$ cat src/rtl/regs_wb_arbiter_pkg.sv
// Shared definitions for the register-file writeback arbiter.
// Covers the grant encodings, the default widths and the secondary-source selector.
package regs_wb_arbiter_pkg;

  localparam int AW_DEF = 5;
  localparam int DW_DEF = 32;

  localparam logic [1:0] GNT_NONE = 2'd0;
  localparam logic [1:0] GNT_EX   = 2'd1;
  localparam logic [1:0] GNT_LSU  = 2'd2;
  localparam logic [1:0] GNT_DIV  = 2'd3;

  localparam logic [4:0] REG_ZERO = 5'd0;

  typedef enum logic {
    SEL_LSU = 1'b0,
    SEL_DIV = 1'b1
  } sec_sel_e;

endpackage

$ cat src/rtl/regs_wb_arbiter_if.sv
// Writeback bus between the EX/LSU/DIV sources and the arbiter.
// The same bus also carries the register-file write port.
interface regs_wb_arbiter_if
  import regs_wb_arbiter_pkg::*;
#(
  parameter int AW = AW_DEF,
  parameter int DW = DW_DEF
);
  logic          ex_wen_i;
  logic [AW-1:0] ex_waddr_i;
  logic [DW-1:0] ex_wdata_i;
  logic          lsu_valid_i;
  logic [AW-1:0] lsu_waddr_i;
  logic [DW-1:0] lsu_wdata_i;
  logic          lsu_ready_o;
  logic          div_valid_i;
  logic [AW-1:0] div_waddr_i;
  logic [DW-1:0] div_wdata_i;
  logic          div_ready_o;
  logic          stall_o;
  logic          reg_wen_o;
  logic [AW-1:0] reg_waddr_o;
  logic [DW-1:0] reg_wdata_o;
  logic [1:0]    grant_o;

  // Source side: drives requests and observes the arbiter's decisions.
  modport master (
    output ex_wen_i, ex_waddr_i, ex_wdata_i,
    output lsu_valid_i, lsu_waddr_i, lsu_wdata_i,
    output div_valid_i, div_waddr_i, div_wdata_i,
    input  lsu_ready_o, div_ready_o, stall_o,
    input  reg_wen_o, reg_waddr_o, reg_wdata_o, grant_o
  );

  modport slave (
    input  ex_wen_i, ex_waddr_i, ex_wdata_i,
    input  lsu_valid_i, lsu_waddr_i, lsu_wdata_i,
    input  div_valid_i, div_waddr_i, div_wdata_i,
    output lsu_ready_o, div_ready_o, stall_o,
    output reg_wen_o, reg_waddr_o, reg_wdata_o, grant_o
  );
endinterface

$ cat src/rtl/regs_wb_arbiter_rr_arb2.sv
// Two-way round-robin pick between the LSU and the DIV.
// The pointer moves past the winner whenever a pick is consumed.
module rr_arb2
  import regs_wb_arbiter_pkg::*;
(
  input  logic       clk,
  input  logic       rst_n,
  input  logic [1:0] req,
  input  logic       adv,
  output sec_sel_e   pick
);
  sec_sel_e ptr_r;
  sec_sel_e pick_s;

  // A lone requester wins outright; the pointer breaks ties.
  always_comb begin
    pick_s = ptr_r;
    case (req)
      2'b01:   pick_s = SEL_LSU;
      2'b10:   pick_s = SEL_DIV;
      default: pick_s = ptr_r;
    endcase
  end

  // Pointer update: the next tie goes to the source that just lost.
  always_ff @(posedge clk) begin
    if (!rst_n) begin
      ptr_r <= SEL_LSU;
    end else if (adv) begin
      ptr_r <= (pick_s == SEL_LSU) ? SEL_DIV : SEL_LSU;
    end else begin
      ptr_r <= ptr_r;
    end
  end

  assign pick = pick_s;
endmodule

$ cat src/rtl/regs_wb_arbiter.sv
// Shares the register-file write port between EX, LSU and DIV writeback.
// EX has priority, and a starvation counter forces one secondary retirement.
module regs_wb_arbiter
  import regs_wb_arbiter_pkg::*;
#(
  parameter int STARVE_MAX = 4,
  parameter int AW         = AW_DEF,
  parameter int DW         = DW_DEF
) (
  input logic           clk,
  input logic           rst_n,
  regs_wb_arbiter_if.slave wb
);
  logic          sec_pend_s;
  logic          starve_hit_s;
  logic          adv_s;
  logic          stall_s;
  logic          wen_s;
  logic [1:0]    grant_s;
  logic [1:0]    sec_gnt_s;
  logic [AW-1:0] waddr_s;
  logic [DW-1:0] wdata_s;
  logic [3:0]    starve_cnt_r;
  sec_sel_e      pick_s;

  rr_arb2 u_rr (
    .clk   (clk),
    .rst_n (rst_n),
    .req   ({wb.div_valid_i, wb.lsu_valid_i}),
    .adv   (adv_s),
    .pick  (pick_s)
  );

  // Grant decision and write-port mux; everything is forced low while reset is held.
  always_comb begin
    sec_pend_s   = wb.lsu_valid_i | wb.div_valid_i;
    starve_hit_s = (starve_cnt_r == 4'(STARVE_MAX)) && sec_pend_s;
    sec_gnt_s    = (pick_s == SEL_LSU) ? GNT_LSU : GNT_DIV;
    grant_s      = GNT_NONE;
    stall_s      = 1'b0;
    if (!rst_n) begin
      grant_s = GNT_NONE;
    end else if (starve_hit_s) begin
      grant_s = sec_gnt_s;
      stall_s = wb.ex_wen_i;
    end else if (wb.ex_wen_i) begin
      grant_s = GNT_EX;
    end else if (sec_pend_s) begin
      grant_s = sec_gnt_s;
    end else begin
      grant_s = GNT_NONE;
    end

    case (grant_s)
      GNT_EX:  begin waddr_s = wb.ex_waddr_i;  wdata_s = wb.ex_wdata_i;  end
      GNT_LSU: begin waddr_s = wb.lsu_waddr_i; wdata_s = wb.lsu_wdata_i; end
      GNT_DIV: begin waddr_s = wb.div_waddr_i; wdata_s = wb.div_wdata_i; end
      default: begin waddr_s = '0;             wdata_s = '0;             end
    endcase

    // x0 writes still complete their handshake, but never touch the file.
    wen_s = (grant_s != GNT_NONE) && (waddr_s != AW'(REG_ZERO));
    adv_s = (grant_s == GNT_LSU) || (grant_s == GNT_DIV);
  end

  // Starvation counter: counts EX wins against a waiting secondary, saturating at the limit.
  always_ff @(posedge clk) begin
    if (!rst_n) begin
      starve_cnt_r <= 4'd0;
    end else if (adv_s || !sec_pend_s) begin
      starve_cnt_r <= 4'd0;
    end else if (grant_s == GNT_EX) begin
      if (starve_cnt_r != 4'(STARVE_MAX)) begin
        starve_cnt_r <= starve_cnt_r + 4'd1;
      end else begin
        starve_cnt_r <= starve_cnt_r;
      end
    end else begin
      starve_cnt_r <= starve_cnt_r;
    end
  end

  assign wb.grant_o     = grant_s;
  assign wb.stall_o     = stall_s;
  assign wb.reg_wen_o   = wen_s;
  assign wb.reg_waddr_o = waddr_s;
  assign wb.reg_wdata_o = wdata_s;
  assign wb.lsu_ready_o = (grant_s == GNT_LSU);
  assign wb.div_ready_o = (grant_s == GNT_DIV);
endmodule

$ cat src/flat_wrapper.sv
// flat-port wrapper written by rule: the top's interface ports become plain ports
module regs_wb_arbiter_flat import regs_wb_arbiter_pkg::*;
#(
  parameter int STARVE_MAX = 4,
  parameter int AW         = AW_DEF,
  parameter int DW         = DW_DEF
)
  (clk, rst_n, wb_ex_wen_i, wb_ex_waddr_i, wb_ex_wdata_i, wb_lsu_valid_i, wb_lsu_waddr_i, wb_lsu_wdata_i, wb_div_valid_i, wb_div_waddr_i, wb_div_wdata_i, wb_lsu_ready_o, wb_div_ready_o, wb_stall_o, wb_reg_wen_o, wb_reg_waddr_o, wb_reg_wdata_o, wb_grant_o);
  regs_wb_arbiter_if #(.AW(AW), .DW(DW)) wb_i ();
  input logic clk;
  input logic rst_n;
  input wire logic [$bits(wb_i.ex_wen_i)-1:0] wb_ex_wen_i;
  input wire logic [$bits(wb_i.ex_waddr_i)-1:0] wb_ex_waddr_i;
  input wire logic [$bits(wb_i.ex_wdata_i)-1:0] wb_ex_wdata_i;
  input wire logic [$bits(wb_i.lsu_valid_i)-1:0] wb_lsu_valid_i;
  input wire logic [$bits(wb_i.lsu_waddr_i)-1:0] wb_lsu_waddr_i;
  input wire logic [$bits(wb_i.lsu_wdata_i)-1:0] wb_lsu_wdata_i;
  input wire logic [$bits(wb_i.div_valid_i)-1:0] wb_div_valid_i;
  input wire logic [$bits(wb_i.div_waddr_i)-1:0] wb_div_waddr_i;
  input wire logic [$bits(wb_i.div_wdata_i)-1:0] wb_div_wdata_i;
  output wire logic [$bits(wb_i.lsu_ready_o)-1:0] wb_lsu_ready_o;
  output wire logic [$bits(wb_i.div_ready_o)-1:0] wb_div_ready_o;
  output wire logic [$bits(wb_i.stall_o)-1:0] wb_stall_o;
  output wire logic [$bits(wb_i.reg_wen_o)-1:0] wb_reg_wen_o;
  output wire logic [$bits(wb_i.reg_waddr_o)-1:0] wb_reg_waddr_o;
  output wire logic [$bits(wb_i.reg_wdata_o)-1:0] wb_reg_wdata_o;
  output wire logic [$bits(wb_i.grant_o)-1:0] wb_grant_o;
  assign wb_i.ex_wen_i = wb_ex_wen_i;
  assign wb_i.ex_waddr_i = wb_ex_waddr_i;
  assign wb_i.ex_wdata_i = wb_ex_wdata_i;
  assign wb_i.lsu_valid_i = wb_lsu_valid_i;
  assign wb_i.lsu_waddr_i = wb_lsu_waddr_i;
  assign wb_i.lsu_wdata_i = wb_lsu_wdata_i;
  assign wb_i.div_valid_i = wb_div_valid_i;
  assign wb_i.div_waddr_i = wb_div_waddr_i;
  assign wb_i.div_wdata_i = wb_div_wdata_i;
  assign wb_lsu_ready_o = wb_i.lsu_ready_o;
  assign wb_div_ready_o = wb_i.div_ready_o;
  assign wb_stall_o = wb_i.stall_o;
  assign wb_reg_wen_o = wb_i.reg_wen_o;
  assign wb_reg_waddr_o = wb_i.reg_waddr_o;
  assign wb_reg_wdata_o = wb_i.reg_wdata_o;
  assign wb_grant_o = wb_i.grant_o;
  regs_wb_arbiter #(.STARVE_MAX(STARVE_MAX), .AW(AW), .DW(DW)) u_core (.clk(clk), .rst_n(rst_n), .wb(wb_i));
endmodule
$ cat config.mk
export PLATFORM = sky130hd
export DESIGN_NAME = regs_wb_arbiter_flat
export DESIGN_NICKNAME = d
export VERILOG_FILES = /design/src/rtl/regs_wb_arbiter_pkg.sv /design/src/rtl/regs_wb_arbiter_if.sv /design/src/rtl/regs_wb_arbiter_rr_arb2.sv /design/src/rtl/regs_wb_arbiter.sv /design/src/flat_wrapper.sv
export SDC_FILE = /design/constraint.sdc
export NUM_CORES = 1
export LEC_CHECK = 0
export BUFFER_PORTS_ARGS = -buffer_cell sky130_fd_sc_hd__buf_2
export CORE_MARGIN = 2
export CORE_UTILIZATION = 33
export DETAILED_ROUTE_END_ITERATION = 6
export PLACE_DENSITY = 0.87
export SYNTH_ARGS = -nofsm -noshare
export SYNTH_HDL_FRONTEND = slang
export SYNTH_SLANG_ARGS = --single-unit
export TNS_END_PERCENT = 100
$ cat constraint.sdc
create_clock -name clk -period 3.35 [get_ports clk]
set_input_delay 0.1675 -clock clk [delete_from_list [all_inputs] [get_ports clk]]
set_output_delay 0.1675 -clock clk [all_outputs]
set_load 0.01 [all_outputs]
==> results of run 1 <==
flip-flops by register name (all words and copies together) (netlist names):
name / count
u_core.u_rr.ptr_r: 1
u_core.starve_cnt_r: 4
logic make-up (layout without fill, tap and decap cells):
| logic type | after synthesis | in the layout |
|---|---|---|
| AND/OR/NAND/NOR | 51 | 51 |
| AO/OA/AOI/OAI | 43 | 43 |
| multiplexers | 38 | 38 |
| buffers and inverters | 18 | 173 |
| flip-flops | 5 | 5 |
| adder cells (fa/ha/maj) | 4 | 4 |
| XOR/XNOR | 3 | 3 |
layout make-up:
class	instances	area, um2
Fill cell	309	1315
Multi-Input combinational cell	139	939.7
Clock buffer	4	26.28
Inverter	8	32.53
Sequential cell	5	100.1
Timing Repair Buffer	161	813.3
Tap cell	46	57.56
layout by cell type (no fill, tap or decap):
master | netlist | final
a21o_1 | 1 | 1
a21oi_1 | 1 | 1
a22o_1 | 2 | 2
a31o_2 | 1 | 1
and4bb_1 | 1 | 1
buf_2 | 4 | 158
buf_4 | 0 | 3
clkbuf_1 | 6 | 1
clkbuf_4 | 0 | 3
dfxtp_1 | 5 | 5
ha_1 | 4 | 4
inv_1 | 7 | 7
inv_4 | 1 | 1
mux2_1 | 2 | 2
mux2i_1 | 36 | 36
nand2_1 | 36 | 36
nand2b_1 | 1 | 1
nand3b_1 | 1 | 1
nand4_1 | 1 | 1
nor2_1 | 6 | 6
nor2_4 | 1 | 1
nor2_8 | 1 | 1
nor3_1 | 1 | 1
o21ai_0 | 35 | 35
o21ai_1 | 1 | 1
o2bb2ai_1 | 1 | 1
o31ai_1 | 1 | 1
or3b_2 | 1 | 1
or4b_1 | 1 | 1
xnor2_1 | 1 | 1
xor2_1 | 2 | 2
power groups by stage:
stage          sequential, mW  combinational [mW]  clock (mW)
2_1_floorplan          0.0645               0.126           0
6_report               0.0640               0.245      0.0719
5_1_grt                0.0642               0.272      0.0799
3_3_place_gp           0.0647               0.241           0
4_1_cts                0.0640               0.247      0.0754
3_5_place_dp           0.0652               0.246           0
metrics by stage:
step / instance area (um2) / setup WS, ps / std cells
6_report: 1969 / 455.7 / 363
5_1_grt: 1969 / 208.6 / 363
4_1_cts: 1969 / 435.6 / 363
3_5_place_dp: 1943 / 707.3 / 359
3_3_place_gp: 1943 / 788.6 / 359
2_1_floorplan: 1115 / 1039 / 162
routing by layer:
| metal | vias up | global-route usage | share of wire |
|---|---|---|---|
| met2 | 100 | 0.4144 | 0.52 |
| met1 | 784 | 0.2718 | 0.39 |
| met3 | 8 | 0.03986 | 0.083 |
| met4 | 0 | 0.08056 | 0.015 |
| li1 | 880 | - | - |
| met5 | - | 0 | 0 |
critical path: stages, from the launching register on:
cell and delay (ps):
dfxtp_1 380, inv_1 70, ha_1 210, and4bb_1 230, nor2_4 150, nor2_8 70, inv_4 210, mux2_1 370
o21ai_1 180, or4b_1 440, buf_2 160
final timing paths:
| kind | start | to | slack (ps) | cells past startpoint |
|---|---|---|---|---|
| worst max-delay path | u_core.starve_cnt_r[0]$_SDFFE_PP0P_ | wb_reg_wen_o | 460 | 10 |
| worst min-delay path | rst_n | u_core.u_rr.ptr_r$_SDFFE_PN0P_ | 220 | 2 |
| worst max register to register | u_core.starve_cnt_r[0]$_SDFFE_PP0P_ | u_core.u_rr.ptr_r$_SDFFE_PN0P_ | 1300 | 6 |
| worst min register to register | u_core.u_rr.ptr_r$_SDFFE_PN0P_ | u_core.u_rr.ptr_r$_SDFFE_PN0P_ | 520 | 1 |
==> results.toml, run 1 <==
[pwr]
p_int_mw = 0.2316
clkPwrFrac = 0.189
totalPowerFinal_mw = 0.3810
switching_share = 0.3921
netSwitchingPower_mw = 0.1494
power_density_mw_per_mm2 = 193.4
power_frac_comb = 0.643
seqPwrFrac = 0.168
p_leak_nw = 1.156
ir_drop_mv = 0.07979

[layout]
antenna_cells = 0
layout-drive-gt1-share = 0.5331
utilization = 0.5996
finalNetCount = 438
syn_to_final_growth_pct = 76.66

[yosys]
mappedNetlistArea_mm2 = 0.001115
ys.flop_type = "dfxtp_1"
synthesis.nets = 282
synth_edf_count = 0
ys_top_cells_by_count = "mux2i_1 (36), nand2_1 (36), o21ai_0 (35)"
ys_top_cells_by_area = "mux2i_1 (32%), o21ai_0 (16%), nand2_1 (12%), dfxtp_1 (9.0%), ha_1 (4.5%)"
synthSimpleGateAreaFrac = 0.2200
synth_compound_area_frac = 0.2110
synthXorXnorAreaFrac = 0.02357
syn_area_per_cell_um2 = 6.882
synth_mux_area_frac = 0.3434
synth_top_family_by_area = "multiplexers"
post_synth_inst_count = 162
synth_top_area_share = 0.3232
synth-seq-area-share = 0.08979
yosysWarnings = 0
synth_fa_ha_area_frac = 0.04489
async_flop_share = 0
ys_types = 29
ys_seq_elements = 5
yosysTopAreaCell = "mux2i_1"

[placement]
io_buffers = 158
gp_congestion = 0.7804
hpwl_mm = 3.788

[setup_path]
criticalPathCategory = "reg -> out"
endpoint_kind = "output pin"
cp.required_ps = 3180
cp.arrival_ps = 2730
startpoint_type = "flip-flop"
critPathMaxFanout = 18

[global_routing]
grt_max_degree = 37
grt_util_all_layers = 0.2293
gr-total-overflow = 0
grt_pass1_wl_mm = 7.320
antenna_found_initial = 0
grt_pass1_vias = 1632

[drt]
wl_per_cell_um = 12.58
final_antenna_net_count = 0
drt_iter0_drc = 83
first_pass_iters = 6
drc = 0
routed_wl_mm = 4.565
viasPerCell = 4.882
vias = 1772

[clock_tree]
clockBufferDepth = 2
cts_tree = "yes"
h-tree-depth = 1
root_buffer = "clkbuf_4"
cts_buffers = 3
cts_hold_buf = 0
cts_setup_buffers = 0
clk_pin_slew_ps = 50
cts.repair.resized = 0
clock_latency_ps = 240
clock_sinks = 5

[timing]
period_share = 0.8640
worst_hold_slack_ps = 222.0
setup_tns_ps = 0
maxSlewViolCount = 0
rsz0062_at_grt = "false"
setup_viol = 0
worstMarginPinSlew_ps = 679.5
finClkSkew_ps = 3.726
finalCriticalPeriod_ps = 2894
hold_viol = 0
fmax_mhz = 345.5
slew-limit-headroom = 0.5470

[floorplanning]
rows = 21
start_util = 0.3394
ios = 159
dieHeight_um = 62.12
die_area_mm2 = 0.003859
core_area_mm2 = 0.003284
die_x_um = 62.12

[hold_path]
hold_path.class = "in -> reg"

[outcome]
outcome = "finished clean"

[run]
cap_violations = 0
Power figures use the tool's default switching activity.
==> run 2: changes to the inputs <==
--- a/config.mk
+++ b/config.mk
@@ -7,10 +7,10 @@
 export LEC_CHECK = 0
 export BUFFER_PORTS_ARGS = -buffer_cell sky130_fd_sc_hd__buf_2
 export CORE_MARGIN = 2
-export CORE_UTILIZATION = 33
+export CORE_UTILIZATION = 31
 export DETAILED_ROUTE_END_ITERATION = 6
-export PLACE_DENSITY = 0.87
+export PLACE_DENSITY = 0.83
 export SYNTH_ARGS = -nofsm -noshare
 export SYNTH_HDL_FRONTEND = slang
 export SYNTH_SLANG_ARGS = --single-unit
-export TNS_END_PERCENT = 100
+export TNS_END_PERCENT = 30
==> constraint.sdc (replaced) <==
create_clock -name clk -period 3.3 [get_ports clk]
set_input_delay 0.165 -clock clk [delete_from_list [all_inputs] [get_ports clk]]
set_output_delay 0.165 -clock clk [all_outputs]
set_load 0.01 [all_outputs]
==> results.toml, run 2 (same netlist as run 1, synthesis figures left out) <==
[layout]
fin_cells = 364
layout.cells.most_common_list = "buf_2 (158), nand2_1 (36), mux2i_1 (36)"
fillers = 316
final_common_cell = "buf_2"
layout-drive-gt1-share = 0.5346
syn_to_final_growth_pct = 77.33
regMostFlops = "u_core.starve_cnt_r"
largest_reg_flops = 4
design_area_mm2 = 0.001977
finalNetCount = 439
largestRegisters = "u_core.starve_cnt_r x4, u_core.u_rr.ptr_r x1"
antenna_cells = 0

[timing]
period_share = 0.8881
worstMarginPinSlew_ps = 376.9
fin_ws_ps = 369.3
rsz0062_at_grt = "false"
setup_viol = 0
slew-limit-headroom = 0.7487
fmax_mhz = 341.2
hold_viol = 0
maxSlewViolCount = 0
finClkSkew_ps = 0.8409
finalCriticalPeriod_ps = 2931
setup_tns_ps = 0

[pwr]
totalPowerFinal_mw = 0.3827
power_density_mw_per_mm2 = 193.6
switching_share = 0.3842
ir_drop_mv = 0.08352
seqPwrFrac = 0.169
power_frac_comb = 0.647
clkPwrFrac = 0.184
netSwitchingPower_mw = 0.1470
p_leak_nw = 1.161
p_int_mw = 0.2357

[floorplanning]
die_area_mm2 = 0.004092
start_util = 0.3289
core_area_mm2 = 0.003390
dieHeight_um = 63.97
ios = 159
rows = 21
die_x_um = 63.97

[placement]
gp_congestion = 0.8011
dp_worst_setup_slack_ps = 627.1
io_buffers = 158
dpl_cell_area_mm2 = 0.001951
hpwl_mm = 3.786
dp_cells = 360

[drt]
viasPerCell = 4.786
routed_wl_mm = 4.484
wl_per_cell_um = 12.32
drc = 0
final_antenna_net_count = 0
first_pass_iters = 6
drt_iter0_drc = 56
vias = 1742

[setup_path]
r2r-start = "u_core.starve_cnt_r[0]$_SDFFE_PP0P_"
criticalPathCategory = "reg -> out"
worstReg2RegEnd = "u_core.u_rr.ptr_r$_SDFFE_PN0P_"
critPathTopFamily = "simple AND/OR/NAND/NOR gates"
cp.required_ps = 3130
crit_chain = "inv_1 > ha_1 > and4bb_1 > nor2_4 > nor2_8 > inv_4 > mux2_1 > o21ai_1 > or4b_1 > buf_2"
startpoint_type = "flip-flop"
worstRegToRegCells = 8
cp_slowest_cell = "or4b_1"
r2r_slack_ps = 1350
critPathMaxFanout = 25
endpoint_kind = "output pin"
cp.buffers_inverters = 3
cp.arrival_ps = 2770
slowest_delay_ps = 440

[clock_tree]
cts_setup_buffers = 0
cts.repair.resized = 0
cts_buffers = 3
clk_pin_slew_ps = 40
clock_sinks = 5
cts_hold_buf = 0
h-tree-depth = 1
root_buffer = "clkbuf_4"
clockBufferDepth = 2
cts_tree = "yes"
clock_latency_ps = 240

[global_routing]
grt_pass1_wl_mm = 6.948
antenna_found_initial = 0
grt_util_all_layers = 0.2126
gr-total-overflow = 0
busiest_layer = "met2"
grt_util_met1 = 0.2313
grt_pass1_vias = 1623
grt_max_degree = 37
use_met2 = 0.3867
grtUsageMet3 = 0.06338

[outcome]
outcome = "finished clean"

[hold_path]
hold_end = "u_core.u_rr.ptr_r$_SDFFE_PN0P_"
hold_path.class = "in -> reg"
worstHoldStart = "rst_n"
min_path_cells = 2

[run]
cap_violations = 0
==> run 2: cell types whose count changed in the layout (fill, tap and decap cells not counted) <==
| cell | before | now |
|---|---|---|
| buf_4 | 3 | 4 |
==> run 2: power groups by stage <==
| stage | Sequential, mW | Combinational (mW) | Clock, mW |
|---|---|---|---|
| 6_report | 0.0647 | 0.248 | 0.0705 |
| 5_1_grt | 0.0649 | 0.275 | 0.0777 |
| 4_1_cts | 0.0647 | 0.250 | 0.0731 |
| 3_5_place_dp | 0.0658 | 0.249 | 0 |
| 3_3_place_gp | 0.0658 | 0.246 | 0 |
| 2_1_floorplan | 0.0654 | 0.128 | 0 |
==> run 2: stage by stage <==
stage	utilization	hold WS [ps]
after floorplan	-	317.7
after global placement	0.5755	462.2
after detailed placement	0.5755	460.7
after CTS	0.5832	211.4
after global routing	0.5832	201.7
final	0.5832	215.3
==> run 2: area by class of cell <==
| type | instances | area [um2] | share of cell area |
|---|---|---|---|
| Tap cell | 46 | 57.56 | 0.02911 |
| Clock buffer | 4 | 26.28 | 0.01329 |
| Multi-Input combinational cell | 139 | 939.7 | 0.4753 |
| Inverter | 8 | 32.53 | 0.01646 |
| Timing Repair Buffer | 162 | 820.8 | 0.4152 |
| Sequential cell | 5 | 100.1 | 0.05063 |
==> run 2: worst max path at each step <==
| stage | from | end | slack, ps | cells after the start |
|---|---|---|---|---|
| finish | u_core.starve_cnt_r[0]$_SDFFE_PP0P_ | wb_reg_wen_o | 370 | 10 |
| global route | u_core.starve_cnt_r[0]$_SDFFE_PP0P_ | wb_reg_wen_o | 210 | 10 |
| CTS | u_core.starve_cnt_r[0]$_SDFFE_PP0P_ | wb_reg_wen_o | 360 | 10 |
| detailed placement | wb_div_valid_i | wb_reg_wen_o | 630 | 11 |
| global placement | wb_div_valid_i | wb_reg_wen_o | 670 | 11 |
| floorplan | u_core.starve_cnt_r[0]$_SDFFE_PP0P_ | wb_reg_wen_o | 990 | 9 |
==> run 2: layer usage <==
| metal | wire [um] | vias to the layer above |
|---|---|---|
| met5 | 0 | - |
| met4 | 86 | 0 |
| met3 | 490 | 10 |
| met2 | 2240 | 106 |
| met1 | 1666 | 745 |
| li1 | - | 881 |
